[config.mk]
export PLATFORM = sky130hd
export DESIGN_NAME = conv_window_buf
export DESIGN_NICKNAME = d
export VERILOG_FILES = /design/src/rtl/conv_window_buf.sv
export SDC_FILE = /design/constraint.sdc
export NUM_CORES = 1
export LEC_CHECK = 0
export CORE_MARGIN = 8
export CORE_UTILIZATION = 40
export DETAILED_ROUTE_END_ITERATION = 8
export MAX_ROUTING_LAYER = met4
export PLACE_DENSITY_LB_ADDON = 0.12
export SKIP_LAST_GASP = 1
export SLEW_MARGIN = 10
export SYNTH_ARGS = -nofsm -noshare
export SYNTH_HDL_FRONTEND = slang
export SYNTH_SLANG_ARGS = --single-unit
[constraint.sdc]
create_clock -name clk -period 3.8 [get_ports clk]
set_clock_uncertainty 0.05 [all_clocks]
set_input_delay 0.95 -clock clk [delete_from_list [all_inputs] [get_ports clk]]
set_output_delay 0.95 -clock clk [all_outputs]
set_load 0.1 [all_outputs]
[src/rtl/conv_window_buf.sv]
`default_nettype none
// ============================================================================
//  Module      : conv_window_buf
//  Description : Parametrised KxK sliding-window generator with per-channel
//                line buffers, stride alignment and output-map coordinates.
//  Revision    : 1.0
// ============================================================================
module conv_window_buf #(
    parameter int WIDTH     = 12,
    parameter int HEIGHT    = 12,
    parameter int DATA_BITS = 12,
    parameter int K         = 5,
    parameter int CHANNELS  = 1,
    parameter int STRIDE    = 1
) (
    input  logic                               clk,
    input  logic                               rst_n,
    input  logic                               valid_in,
    input  logic                               sof_in,
    input  logic [CHANNELS*DATA_BITS-1:0]      data_in,
    output logic [K*K*CHANNELS*DATA_BITS-1:0]  window_out,
    output logic                               valid_out,
    output logic [$clog2(HEIGHT)-1:0]          out_row,
    output logic [$clog2(WIDTH)-1:0]           out_col,
    output logic                               last_out
);

    localparam int C_CW = $clog2(WIDTH);
    localparam int C_RW = $clog2(HEIGHT);
    localparam int C_PW = (STRIDE > 1) ? $clog2(STRIDE) : 1;

    localparam logic [C_CW-1:0] C_COL_LAST  = C_CW'(WIDTH - 1);
    localparam logic [C_RW-1:0] C_ROW_LAST  = C_RW'(HEIGHT - 1);
    localparam logic [C_CW-1:0] C_COL_FIRST = C_CW'(K - 1);
    localparam logic [C_RW-1:0] C_ROW_FIRST = C_RW'(K - 1);
    localparam logic [C_PW-1:0] C_PH_LAST   = C_PW'(STRIDE - 1);
    localparam logic [C_RW-1:0] C_OROW_LAST = C_RW'((HEIGHT - K) / STRIDE);
    localparam logic [C_CW-1:0] C_OCOL_LAST = C_CW'((WIDTH - K) / STRIDE);

    logic [C_CW-1:0] r_col;
    logic [C_RW-1:0] r_row;
    logic [C_PW-1:0] r_cph;
    logic [C_PW-1:0] r_rph;
    logic [C_CW-1:0] r_ocol;
    logic [C_RW-1:0] r_orow;

    logic            w_acc;
    logic [C_CW-1:0] w_c;
    logic [C_RW-1:0] w_r;
    logic [C_PW-1:0] w_cph;
    logic [C_PW-1:0] w_rph;
    logic [C_CW-1:0] w_ocol;
    logic [C_RW-1:0] w_orow;
    logic            w_col_ok;
    logic            w_row_ok;
    logic            w_eol;
    logic            w_emit;
    logic            w_last;

    // Position of the beat being accepted; sof forces (0,0).
    assign w_acc    = valid_in;
    assign w_c      = sof_in ? '0 : r_col;
    assign w_r      = sof_in ? '0 : r_row;
    // Phase and output counters restart at the first column/row that can
    // anchor a window, so stale values from a previous frame never matter.
    assign w_cph    = (w_c == C_COL_FIRST) ? '0 : r_cph;
    assign w_rph    = (w_r == C_ROW_FIRST) ? '0 : r_rph;
    assign w_ocol   = (w_c == C_COL_FIRST) ? '0 : r_ocol;
    assign w_orow   = (w_r == C_ROW_FIRST) ? '0 : r_orow;
    assign w_col_ok = (w_c >= C_COL_FIRST) && (w_cph == '0);
    assign w_row_ok = (w_r >= C_ROW_FIRST) && (w_rph == '0);
    assign w_eol    = (w_c == C_COL_LAST);
    assign w_emit   = w_acc && w_col_ok && w_row_ok;
    assign w_last   = (w_orow == C_OROW_LAST) && (w_ocol == C_OCOL_LAST);

    always_ff @(posedge clk or negedge rst_n) begin
        if (!rst_n) begin
            r_col     <= '0;
            r_row     <= '0;
            r_cph     <= '0;
            r_rph     <= '0;
            r_ocol    <= '0;
            r_orow    <= '0;
            valid_out <= 1'b0;
            last_out  <= 1'b0;
            out_row   <= '0;
            out_col   <= '0;
        end else begin
            valid_out <= w_emit;
            last_out  <= w_emit && w_last;
            if (w_acc) begin
                r_col <= w_eol ? '0 : w_c + 1'b1;
                if (w_eol) begin
                    r_row <= (w_r == C_ROW_LAST) ? '0 : w_r + 1'b1;
                end else begin
                    r_row <= w_r;
                end
                if (w_c >= C_COL_FIRST) begin
                    r_cph <= (w_cph == C_PH_LAST) ? '0 : w_cph + 1'b1;
                end
                if (w_col_ok) begin
                    r_ocol <= w_ocol + 1'b1;
                end
                if (w_eol && (w_r >= C_ROW_FIRST)) begin
                    r_rph <= (w_rph == C_PH_LAST) ? '0 : w_rph + 1'b1;
                end
                if (w_eol && w_row_ok) begin
                    r_orow <= w_orow + 1'b1;
                end
                if (w_emit) begin
                    out_row <= w_orow;
                    out_col <= w_ocol;
                end
            end
        end
    end

    generate
        for (genvar ch = 0; ch < CHANNELS; ch++) begin : g_ch
            logic [DATA_BITS-1:0] r_lb  [K-1][WIDTH];
            logic [DATA_BITS-1:0] r_win [K][K];
            logic [DATA_BITS-1:0] w_tap [K-1];
            logic [DATA_BITS-1:0] w_pix;

            assign w_pix = data_in[ch*DATA_BITS +: DATA_BITS];

            // w_tap[k] is line buffer L(k+1) at the current column, pre-update.
            for (genvar k = 0; k < K - 1; k++) begin : g_tap
                assign w_tap[k] = r_lb[k][w_c];
            end

            always_ff @(posedge clk) begin
                if (w_acc) begin
                    r_lb[0][w_c] <= w_pix;
                    for (int k = 1; k < K - 1; k++) begin
                        r_lb[k][w_c] <= w_tap[k-1];
                    end
                end
            end

            always_ff @(posedge clk or negedge rst_n) begin
                if (!rst_n) begin
                    for (int i = 0; i < K; i++) begin
                        for (int j = 0; j < K; j++) begin
                            r_win[i][j] <= '0;
                        end
                    end
                end else if (w_acc) begin
                    for (int i = 0; i < K; i++) begin
                        for (int j = 0; j < K - 1; j++) begin
                            r_win[i][j] <= r_win[i][j+1];
                        end
                    end
                    for (int i = 0; i < K - 1; i++) begin
                        r_win[i][K-1] <= w_tap[K-2-i];
                    end
                    r_win[K-1][K-1] <= w_pix;
                end
            end

            for (genvar i = 0; i < K; i++) begin : g_row
                for (genvar j = 0; j < K; j++) begin : g_col
                    assign window_out[(ch*K*K + i*K + j)*DATA_BITS +: DATA_BITS] = r_win[i][j];
                end
            end
        end
    endgenerate

endmodule
`default_nettype wire

==> results.cfg, run 1 <==
[cts]
cts_resized = 0
clock_latency_ns = 0.64
cts_sinks = 902
holdBufCountCts = 0
cts_buffers = 95
clk_path_buf_depth = 3
postCtsSetupRepairBufs = 0
htreeDepth = 3
clk_pin_slew_ns = 0.06
cts_root_buffer = clkbuf_16
cts_tree = built

[final_layout]
drive_above_1_share = 0.3156
final_nets = 2373
area_growth_pct = 22.46
nFillCells = 7273
final_area_um2 = 42560

[global_route]
grt_max_degree = 146
grt_pass1_wl_mm = 139.7
first_global_vias = 19590
track_usage = 0.1980
antenna_found_initial = 7
grt_overflow_total = 0

[pwr]
combPwrFrac = 0.384
pwr-share-seq = 0.368
p_int_w = 0.02107
clockPowerShare = 0.248
leakagePower_nw = 15.60
p_sw_w = 0.01600
ir_worst_vdd_uv = 869.4
power_density_nw_per_um2 = 871.2
swShare = 0.4316

[drt]
routed_wl_mm = 94.98
wl_per_cell_um = 26.49
drt_iter0_drc = 1548
drc = 0
drt_first_pass_iters = 5
avgViaCountPerCell = 5.378
vias = 19290
postRouteAntennaNets = 0

[floorplan]
die-area_um2 = 96570
initial_core_util = 0.4018
row_count = 108
die_w_um = 310.8
pin_count = 326
core_um2 = 86480
die-height_um = 310.8

[setup_path]
crit_path_cell_trace = clkdlybuf4s50_1
worstReg2RegStart = r_col[0]$_DFFE_PN0P_
worstPathArrival_ns = 2.23
r2r-end = g_ch[0].r_lb[3][79]$_DFFE_PP_
crit_required_ns = 2.80
worstSetupStartpoint = window_out[258]$_DFFE_PN0P_
crit_family = buffers and inverters
crit_path_max_fanout = 3
startpoint_type = flip-flop
reg2reg_depth = 4
cp-end-kind = primary output
crit_type = reg -> out
slowest_delay_ns = 1.17
worst-path-buf-inv = 1
regToRegSetupSlack_ns = 0.94
critPathSlowestCell = clkdlybuf4s50_1

[synth]
yosys-top-cells-area = edfxtp_1 50%, dfrtp_1 23%, mux2_2 9.1%
ys_types = 51
synth_area_um2 = 34750
ys.warnings.count = 0
synth-seq-cells = 902
ys_seq_area_frac = 0.7325
synth_top_area_cell = edfxtp_1
async_reset_ff_frac = 0.3614
synth-edff-count = 576
ys.flop_type = edfxtp_1
syn_inst = 1980
syn_avg_cell_area_um2 = 17.55
synth_nets = 2004
synth_top_area_frac = 0.4977

[timing]
timing.fmax_mhz = 309.8
slew_headroom = 0.3157
setup_violations = 0
hold_viol_final = 0
tightest_slew_ns = 1.023
tns_ns = 0
final_min_period_over_clock_period = 0.8494
final_max_slew_viol_count = 0
rsz0062_at_grt = false
hold_slack_ns = 0.2133
min_period_ns = 3.228

[placed_design]
place_congestion = 0.7994
numPortBuffers = 325
placed_cell_area_um2 = 39430
place_hpwl_mm = 58.41

[worst_hold_path]
min-delay-path-class = in -> async

[run_status]
status = completed

[job]
max-cap-violations = 0
## per-stage QoR
| step | total power, W | instances | utilization | setup slack, ns |
|---|---|---|---|---|
| 2_1_floorplan | 0.02408 | 1980 | - | -0.4736 |
| 3_3_place_gp | 0.02808 | 3407 | 0.4559 | 0.5165 |
| 3_5_place_dp | 0.02821 | 3407 | 0.4559 | 0.4708 |
| 4_1_cts | 0.03745 | 3585 | 0.4920 | 0.5365 |
| 5_1_grt | 0.03835 | 3586 | 0.4921 | 0.5234 |
| 6_report | 0.03707 | 3586 | 0.4921 | 0.5724 |
## area by class of cell
cell class                 instances  area [um2]  share of cell area
inverter                          13       50.05            0.001176
sequential                       902       25460              0.5983
clock inverter                    43       390.4            0.009173
tap                             1155        1445             0.03396
clock buffer                     135        2731             0.06418
multi-input combinational        943        8761              0.2059
timing repair buffer             394        3714             0.08726
antenna                            1       2.502          0.00005880
## sequential cells by signal, indices dropped and copies added, names as in the netlist, 4 cells and up
name	flops
out_row	4
r_row	4
r_orow	4
r_ocol	4
g_ch.r_lb	576
r_col	4
window_out	300
out_col	4
## layer usage
| layer | part of all wire | GRT usage | vias to the layer above |
|---|---|---|---|
| li1 | - | - | 8422 |
| met1 | 0.45 | 0.2728 | 10140 |
| met2 | 0.47 | 0.3084 | 615 |
| met3 | 0.064 | 0.03724 | 106 |
| met4 | 0.017 | 0.04066 | 0 |
| met5 | 0 | - | - |
## kinds of logic after synthesis
group                    share of synthesized area
flip-flops                                  0.7325
multiplexers                                0.1591
AO/OA/AOI/OAI                              0.05231
AND/OR/NAND/NOR                            0.03582
buffers and inverters                      0.01746
adder cells (fa/ha/maj)                   0.002880
## power groups by stage
| stage | Combinational (W) | Sequential (W) | Clock, W |
|---|---|---|---|
| 2_1_floorplan | 0.00267 | 0.0214 | 0 |
| 3_3_place_gp | 0.0143 | 0.0138 | 0 |
| 3_5_place_dp | 0.0143 | 0.0139 | 0 |
| 4_1_cts | 0.0144 | 0.0137 | 0.00941 |
| 5_1_grt | 0.0147 | 0.0139 | 0.00981 |
| 6_report | 0.0142 | 0.0137 | 0.00920 |
## synthesized netlist by cell type (4+ instances only)
cell type  instances
clkbuf_1          54
a22oi_1           35
a21oi_1           54
and3b_1           11
a2bb2oi_1         35
o21ai_0           31
mux2i_1           73
o22ai_1            5
nand2_1           56
nand2b_1           5
mux4_2            73
nand3_1            8
and3_1             8
or2_0             28
inv_1             12
nor2b_1           38
a211o_1           11
edfxtp_1         576
nor2_1            59
buf_1             12
mux2_2           280
o211ai_1          35
buf_6              4
or2_2              8
a31oi_1           49
and2_1             5
dfrtp_1          326
buf_2             50
ha_1               8
## how the worst max path moves through the flow
stage / cells after the start / to
5_1_grt: 1 / window_out[258]
3_3_place_gp: 9 / r_orow[1]$_DFFE_PN0P_
2_1_floorplan: 5 / g_ch[0].r_lb[0][132]$_DFFE_PP_
6_report: 1 / window_out[258]
3_5_place_dp: 9 / r_orow[1]$_DFFE_PN0P_
4_1_cts: 1 / window_out[258]
## worst reg2reg max path, cell delays in order, from the launching register on
cell and delay, ns:
dfrtp_4 0.80, buf_4 0.63, mux4_2 0.42, a22oi_1 0.32
nand2_1 0.30
## cell usage in the layout, fill, tap and decap left out, drive strengths merged, types with 5 or more instances in the layout
cell           count
a211o             11
a21oi             54
a22oi             35
a2bb2oi           35
a31oi             49
and2               5
and3               8
and3b             11
buf              243
bufinv             7
clkbuf           135
clkdlybuf4s50    151
clkinv            31
dfrtp            326
edfxtp           576
ha                 8
inv               16
mux2             280
mux2i             73
mux4              73
nand2             56
nand2b             5
nand3              8
nor2              59
nor2b             38
o211ai            35
o21ai             33
o22ai              5
or2               36
No activity file was read; power rests on OpenSTA's default activity.
==> run 2: changes to the inputs <==
==> constraint.sdc (replaced) <==
create_clock -name clk -period 3.4 [get_ports clk]
set_clock_uncertainty 0.05 [all_clocks]
set_input_delay 0.85 -clock clk [delete_from_list [all_inputs] [get_ports clk]]
set_output_delay 0.85 -clock clk [all_outputs]
set_load 0.1 [all_outputs]
==> results.cfg, run 2 (synthesis results as in run 1) <==
[pwr]
leakagePower_nw = 15.96
power_density_nw_per_um2 = 977.6
p_total_w = 0.04178
ir_worst_vdd_uv = 1033

[setup_path]
crit_type = reg -> reg
startpoint_type = flip-flop
worstPathArrival_ns = 3.03
reg2reg_depth = 8
cp-end-kind = flip-flop
crit_required_ns = 3.73
crit_path_max_fanout = 35

[timing]
timing.fmax_mhz = 369.8
min_period_ns = 2.704
hold_viol_final = 0
tightest_slew_ns = 0.9128
slew_headroom = 0.3915
rsz0062_at_grt = false
final_min_period_over_clock_period = 0.7953
setup_violations = 0
final_max_slew_viol_count = 0

[floorplan]
row_count = 108
pin_count = 326
initial_core_util = 0.4018
die-height_um = 310.8
die_w_um = 310.8
die-area_um2 = 96570
core_um2 = 86480

[cts]
clock_latency_ns = 0.62
clk_pin_slew_ns = 0.06
cts_buffers = 94
cts_tree = built
clk_path_buf_depth = 3
postCtsSetupRepairBufs = 0
cts_sinks = 902
htreeDepth = 3
cts_resized = 0
holdBufCountCts = 0
cts_root_buffer = clkbuf_16

[drt]
avgViaCountPerCell = 5.353
vias = 19360
drt_first_pass_iters = 5
drc = 0
routed_wl_mm = 93.81
wl_per_cell_um = 25.94
drt_iter0_drc = 1274
postRouteAntennaNets = 0

[final_layout]
area_growth_pct = 22.98
final_nets = 2407
drive_above_1_share = 0.3833
regMostFlops = g_ch.r_lb
final_common_cell = edfxtp_1
final_cell_mix = 576 x edfxtp_1, 368 x buf_4, 324 x dfrtp_1, 280 x mux2_2, 97 x clkbuf_16
fin_cells = 3617
final_area_um2 = 42740
largest_reg_flops = 576
final_util = 0.4942

[global_route]
grt_pass1_wl_mm = 139.1
track_usage = 0.1958
antenna_found_initial = 7
grt_overflow_total = 0
grt_max_degree = 131
first_global_vias = 20050

[run_status]
status = completed

[job]
max-cap-violations = 0

[placed_design]
place_congestion = 0.7714
numPortBuffers = 325
place_hpwl_mm = 57.93
dp_cells = 3442
placed_cell_area_um2 = 39570

[worst_hold_path]
min-delay-path-class = in -> async
## run 2: changes by cell type in the layout (fill, tap and decap cells not counted), sizes merged, moves of 2 or more
cell,before,now
buf,243,417
bufinv,7,11
clkbuf,135,130
clkdlybuf4s50,151,12
clkinv,31,29
clkinvlp,2,4
inv,16,12
## run 2: path summary, 6_finish.rpt
path                                             start                             end  slack, ns
worst max-delay path              r_col[0]$_DFFE_PN0P_  g_ch[0].r_lb[2][120]$_DFFE_PP_       0.70
worst min-delay path                             rst_n      window_out[40]$_DFFE_PN0P_       0.18
worst max register to register    r_col[0]$_DFFE_PN0P_  g_ch[0].r_lb[2][120]$_DFFE_PP_       0.70
worst min register to register  out_row[2]$_DFFE_PN0P_          out_row[2]$_DFFE_PN0P_       0.44
max in group asynchronous                        rst_n     window_out[238]$_DFFE_PN0P_       2.18
min in group clk                out_row[2]$_DFFE_PN0P_          out_row[2]$_DFFE_PN0P_       0.44
## run 2: final cells by class
type / instances / area, um2
Sequential cell: 902 / 25460
Antenna cell: 2 / 5.005
Inverter: 13 / 50.05
Clock buffer: 130 / 2671
Timing Repair Buffer: 429 / 3854
Tap cell: 1155 / 1445
Multi-Input combinational cell: 943 / 8758
Fill cell: 7254 / 43750
Clock inverter: 43 / 491.7
## run 2: power breakdown
group	leakage (nW)	switching (W)	internal, W
logic	5.50	0.0123	0.00373
registers	8.90	0.00148	0.0138
clock network	1.55	0.00413	0.00631
## run 2: metrics by stage
stage,hold slack [ns],worst slack (ns),setup TNS [ns]
floorplan,0.4073,-0.7736,-111.39
global placement,0.4233,0.4147,0
detailed placement,0.4296,0.3684,0
CTS,0.1786,0.7264,0
global route,0.2122,0.5849,0
finish,0.1799,0.6959,0
## run 2: worst max-delay path, cell delays in order, from the launching register on
cell	delay, ns
dfrtp_4	0.68
nand2b_1	0.22
inv_2	0.10
buf_4	0.22
nand2b_1	0.07
buf_4	0.33
o211ai_1	0.34
nand2_1	0.21
buf_12	0.19
## run 2: routing by layer
layer  share of wire  global-route usage  wire (um)
met1            0.45              0.2668      42090
met2            0.47              0.3039      44490
met3           0.057             0.03744       5375
met4           0.020             0.04951       1849
met5               0                   -          0
==> run 3: changes to the inputs <==
==> constraint.sdc (replaced) <==
create_clock -name clk -period 2.7 [get_ports clk]
set_clock_uncertainty 0.05 [all_clocks]
set_input_delay 0.675 -clock clk [delete_from_list [all_inputs] [get_ports clk]]
set_output_delay 0.675 -clock clk [all_outputs]
set_load 0.1 [all_outputs]
==> results.cfg, run 3 (synthesis results as in run 1) <==
[run_status]
status = completed

[timing]
min_period_ns = 2.494
tightest_slew_ns = 0.6483
final_max_slew_viol_count = 0
setup_violations = 0
rsz0062_at_grt = false
timing.fmax_mhz = 401.0
timing.final.ws_setup_ns = 0.2062
slew_headroom = 0.5664
hold_viol_final = 0
hold_slack_ns = 0.4035
final_min_period_over_clock_period = 0.9236

[setup_path]
critPathSlowestCell = mux4_2
cp-end-kind = flip-flop
worstPathArrival_ns = 2.72
worst-path-buf-inv = 1
slowest_delay_ns = 0.57
startpoint_type = flip-flop
crit_path_max_fanout = 22
crit_required_ns = 2.92
regToRegSetupSlack_ns = 0.21
crit_family = multiplexers
crit_type = reg -> reg
crit_path_cell_trace = buf_4 > mux4_2 > a22oi_1 > nand2_1

[placed_design]
numPortBuffers = 325
pre_cts_ws_ns = -0.1079
place_hpwl_mm = 60.74
placed_cell_area_um2 = 39970
place_congestion = 0.7974

[floorplan]
die_w_um = 310.8
core_um2 = 86480
die-height_um = 310.8
pin_count = 326
row_count = 108
die-area_um2 = 96570
initial_core_util = 0.4018

[final_layout]
ff_latch_area_um2 = 25460
final_common_cell = edfxtp_1
final_cell_mix = 576 x edfxtp_1, 406 x buf_4, 324 x dfrtp_1, 280 x mux2_2, 95 x clkbuf_16
regMostFlops = g_ch.r_lb
multiInputGateArea_um2 = 8778
final_area_um2 = 42950
final_nets = 2449
nFillCells = 7250
area_growth_pct = 23.59
drive_above_1_share = 0.3877
largest_reg_flops = 576

[cts]
clock_latency_ns = 0.63
cts_resized = 0
cts_sinks = 902
cts_buffers = 92
clk_pin_slew_ns = 0.06
cts_tree = built
clk_path_buf_depth = 3
postCtsSetupRepairBufs = 0
cts_root_buffer = clkbuf_16
htreeDepth = 3

[pwr]
ir_worst_vdd_uv = 1500
leakagePower_nw = 16.06
power_density_nw_per_um2 = 1208

[global_route]
grt_max_degree = 81
grt_pass1_wl_mm = 139.6
first_global_vias = 19850
antenna_found_initial = 5
track_usage = 0.1958
grt_overflow_total = 0

[drt]
drt_iter0_drc = 1534
routed_wl_mm = 93.85
avgViaCountPerCell = 5.336
vias = 19480
wl_per_cell_um = 25.71
drc = 0
postRouteAntennaNets = 0
drt_first_pass_iters = 5

[job]
max-cap-violations = 0

[worst_hold_path]
min-delay-path-class = in -> reg
==> run 3: area by class of cell <==
| type | count | share of cell area |
|---|---|---|
| flip-flops and latches | 902 | 0.5928 |
| multi-input cells | 943 | 0.2044 |
| repair buffers | 473 | 0.09893 |
| clock buffers | 133 | 0.06100 |
| well taps | 1155 | 0.03365 |
| clock inverters | 30 | 0.007953 |
| inverters | 13 | 0.001165 |
| diodes | 1 | 0.00005826 |
==> run 3: final timing paths <==
kind / from / endpoint / cells past startpoint
max: r_col[1]$_DFFE_PN0P_ / g_ch[0].r_lb[1][11]$_DFFE_PP_ / 4
min in group asynchronous: rst_n / window_out[220]$_DFFE_PN0P_ / 2
max in group asynchronous: rst_n / window_out[32]$_DFFE_PN0P_ / 3
min reg2reg: out_row[3]$_DFFE_PN0P_ / out_row[3]$_DFFE_PN0P_ / 2
min: valid_in / window_out[115]$_DFFE_PN0P_ / 2
max reg2reg: r_col[1]$_DFFE_PN0P_ / g_ch[0].r_lb[1][11]$_DFFE_PP_ / 4
==> run 3: metal layers <==
metal	up-vias	wire length, um	global-route usage
li1	8561	-	-
met5	-	0	-
met4	0	1321	0.04066
met3	97	4656	0.03054
met2	507	44800	0.3061
met1	10310	43070	0.2728
==> run 3: repair_timing <==
action                                  in CTS  in global routing
endpoints found under the setup margin       0                  0
endpoints found under the hold margin       32                  0
hold buffers                                 1                  0
==> run 3: worst register-to-register path, stage by stage, from the launching register on <==
cell	delay (ns)
dfrtp_4	0.47
buf_4	0.44
mux4_2	0.60
a22oi_1	0.29
nand2_1	0.29
==> run 3: power by group <==
group | switching [W] | internal [W]
sequential | 0.00174 | 0.0174
clock | 0.00510 | 0.00745
combinational | 0.0156 | 0.00457
total | 0.0224 | 0.0294
==> run 3: stage by stage <==
step                TNS [ns]  cells  total power, W  utilization
global route               0   3650         0.05369       0.4966
global placement     -0.6729   3485         0.03961       0.4622
CTS                        0   3649         0.05240       0.4966
detailed placement    -2.113   3485         0.03981       0.4622
finish                     0   3650         0.05189       0.4966
floorplan                  0   1980         0.03391            -
==> edit (config.mk and constraints of run 3) <==
The parameter `HEIGHT` goes from 12 to 13.
--- a/src/rtl/conv_window_buf.sv
+++ b/src/rtl/conv_window_buf.sv
@@ -8,5 +8,5 @@
 module conv_window_buf #(
     parameter int WIDTH     = 12,
-    parameter int HEIGHT    = 12,
+    parameter int HEIGHT    = 13,
     parameter int DATA_BITS = 12,
     parameter int K         = 5,
Function: same outputs for any inputs over 4 cycles, from zero or initial values and one cycle with rst_n low; that may be too few to reach the edited logic, so the function may still have changed.
==> edit against run 3 <==
Area after synthesis is 1.2% higher; worst setup slack better by 0.027 ns; cell area is 0.50% higher; routed wire length is 3.0% higher; synthesized cell count is 7.8% higher; die area is 1.2% higher; sequential cell count stayed put; power is 7.0% lower; critical path depth is 3 lower.
==> edit: results (changes against run 3) <==
status: finished clean
CP max FO: 3 (-86%)
Worst Hold Path EP: r_col[0]$_DFFE_PN0P_
adder-cell share of the synthesized area: 0.320% (+0.032 points)
number of DRC markers in iteration 0: 1514 (-1.3%)
largest net degree at the start of global routing: 96 (+19%)
proportion of synthesized area in mux cells: 13.3% (-2.6 points)
Nets: 2585 (+5.6%)
vias in the first global route: 20540 (+3.5%)
number of vias per cell: 5.39 (+1.0%)
setup slack, reg-to-reg: 0.34 ns (+0.13 ns)
compound-gate portion of the synthesized area: 8.29% (+3.1 points)
Mapped Nets: 2160 (+7.8%)
share of cells above drive strength 1: 36.5% (-2.3 points)
initial antenna violation count: 7 (+2)
Worst Hold Depth: 3 (+1)
Total GRT Usage: 19.8% (+0.20 points)
via count: 20451 (+5.0%)
kind of cell adding the most delay to the critical path: flip-flops
Seq/Total Area, Yosys: 72.4% (-0.89 points)
r2r startpoint: r_col[0]$_DFFE_PN0P_
most instantiated cells after synthesis: edfxtp_1, dfrtp_1, mux2_2
critical path arrival: 1.74 ns (-0.98 ns)
crit path launch: window_out[173]$_DFFE_PN0P_
setup ws final: 0.234 ns (+0.0274 ns)
r2r endpoint: g_ch[0].r_lb[3][7]$_DFFE_PP_
met2 wire len: 45600 um (+1.8%)
r2r worst-path depth: 6 (+2)
placed cells: 3618 (+3.8%)
Setup WS pre-CTS: 0.0113 ns (+0.119 ns)
met1 wire length: 43100 um (+0.10%)
Fin Hold WS: 0.396 ns (-0.00702 ns)
global-route met2 utilization: 30.9% (+0.26 points)
Worst VDD drop: 1.24 mV (-17%)
Synth area leaders: edfxtp_1, dfrtp_1, mux2_2
P_leak: 16.3 nW (+1.2%)
GR Layer Usage met3: 3.47% (+0.42 points)
dpl hpwl: 61500 um (+1.3%)
Worst-Margin Slew: 0.718 ns (+0.0700 ns)
met1 Use GR: 26.8% (-0.43 points)
-- edit: cell count changes after synthesis, sizes merged, moves of 36 or more --
cell / before / now
nor2b: 38 / 2
mux4: 73 / 0
nor2: 59 / 99
a21oi: 54 / 111
mux2i: 73 / 144
o21ai: 33 / 80
-- edit: report_power, final --
| group | internal, mW | switching, mW | total [mW] |
|---|---|---|---|
| combinational | 3.82 | 13.5 | 17.3 |
| clock | 7.35 | 5.23 | 12.6 |
| sequential | 16.9 | 1.46 | 18.4 |
-- edit: cell type report --
class | instances | area (um^2)
Fill cell | 7337 | 43900
Clock buffer | 143 | 2810
Sequential cell | 902 | 25500
Tap cell | 1155 | 1450
Timing Repair Buffer | 466 | 4160
Inverter | 17 | 68.8
Clock inverter | 32 | 221
Multi-Input combinational cell | 1079 | 9000
Antenna cell | 1 | 2.50
-- edit: repair_timing --
| action | CTS | global route |
|---|---|---|
| gates resized for setup | 0 | 0 |
| endpoints found under the hold margin | 31 | 0 |
| hold buffers | 1 | 0 |
| buffers inserted | 0 | 0 |
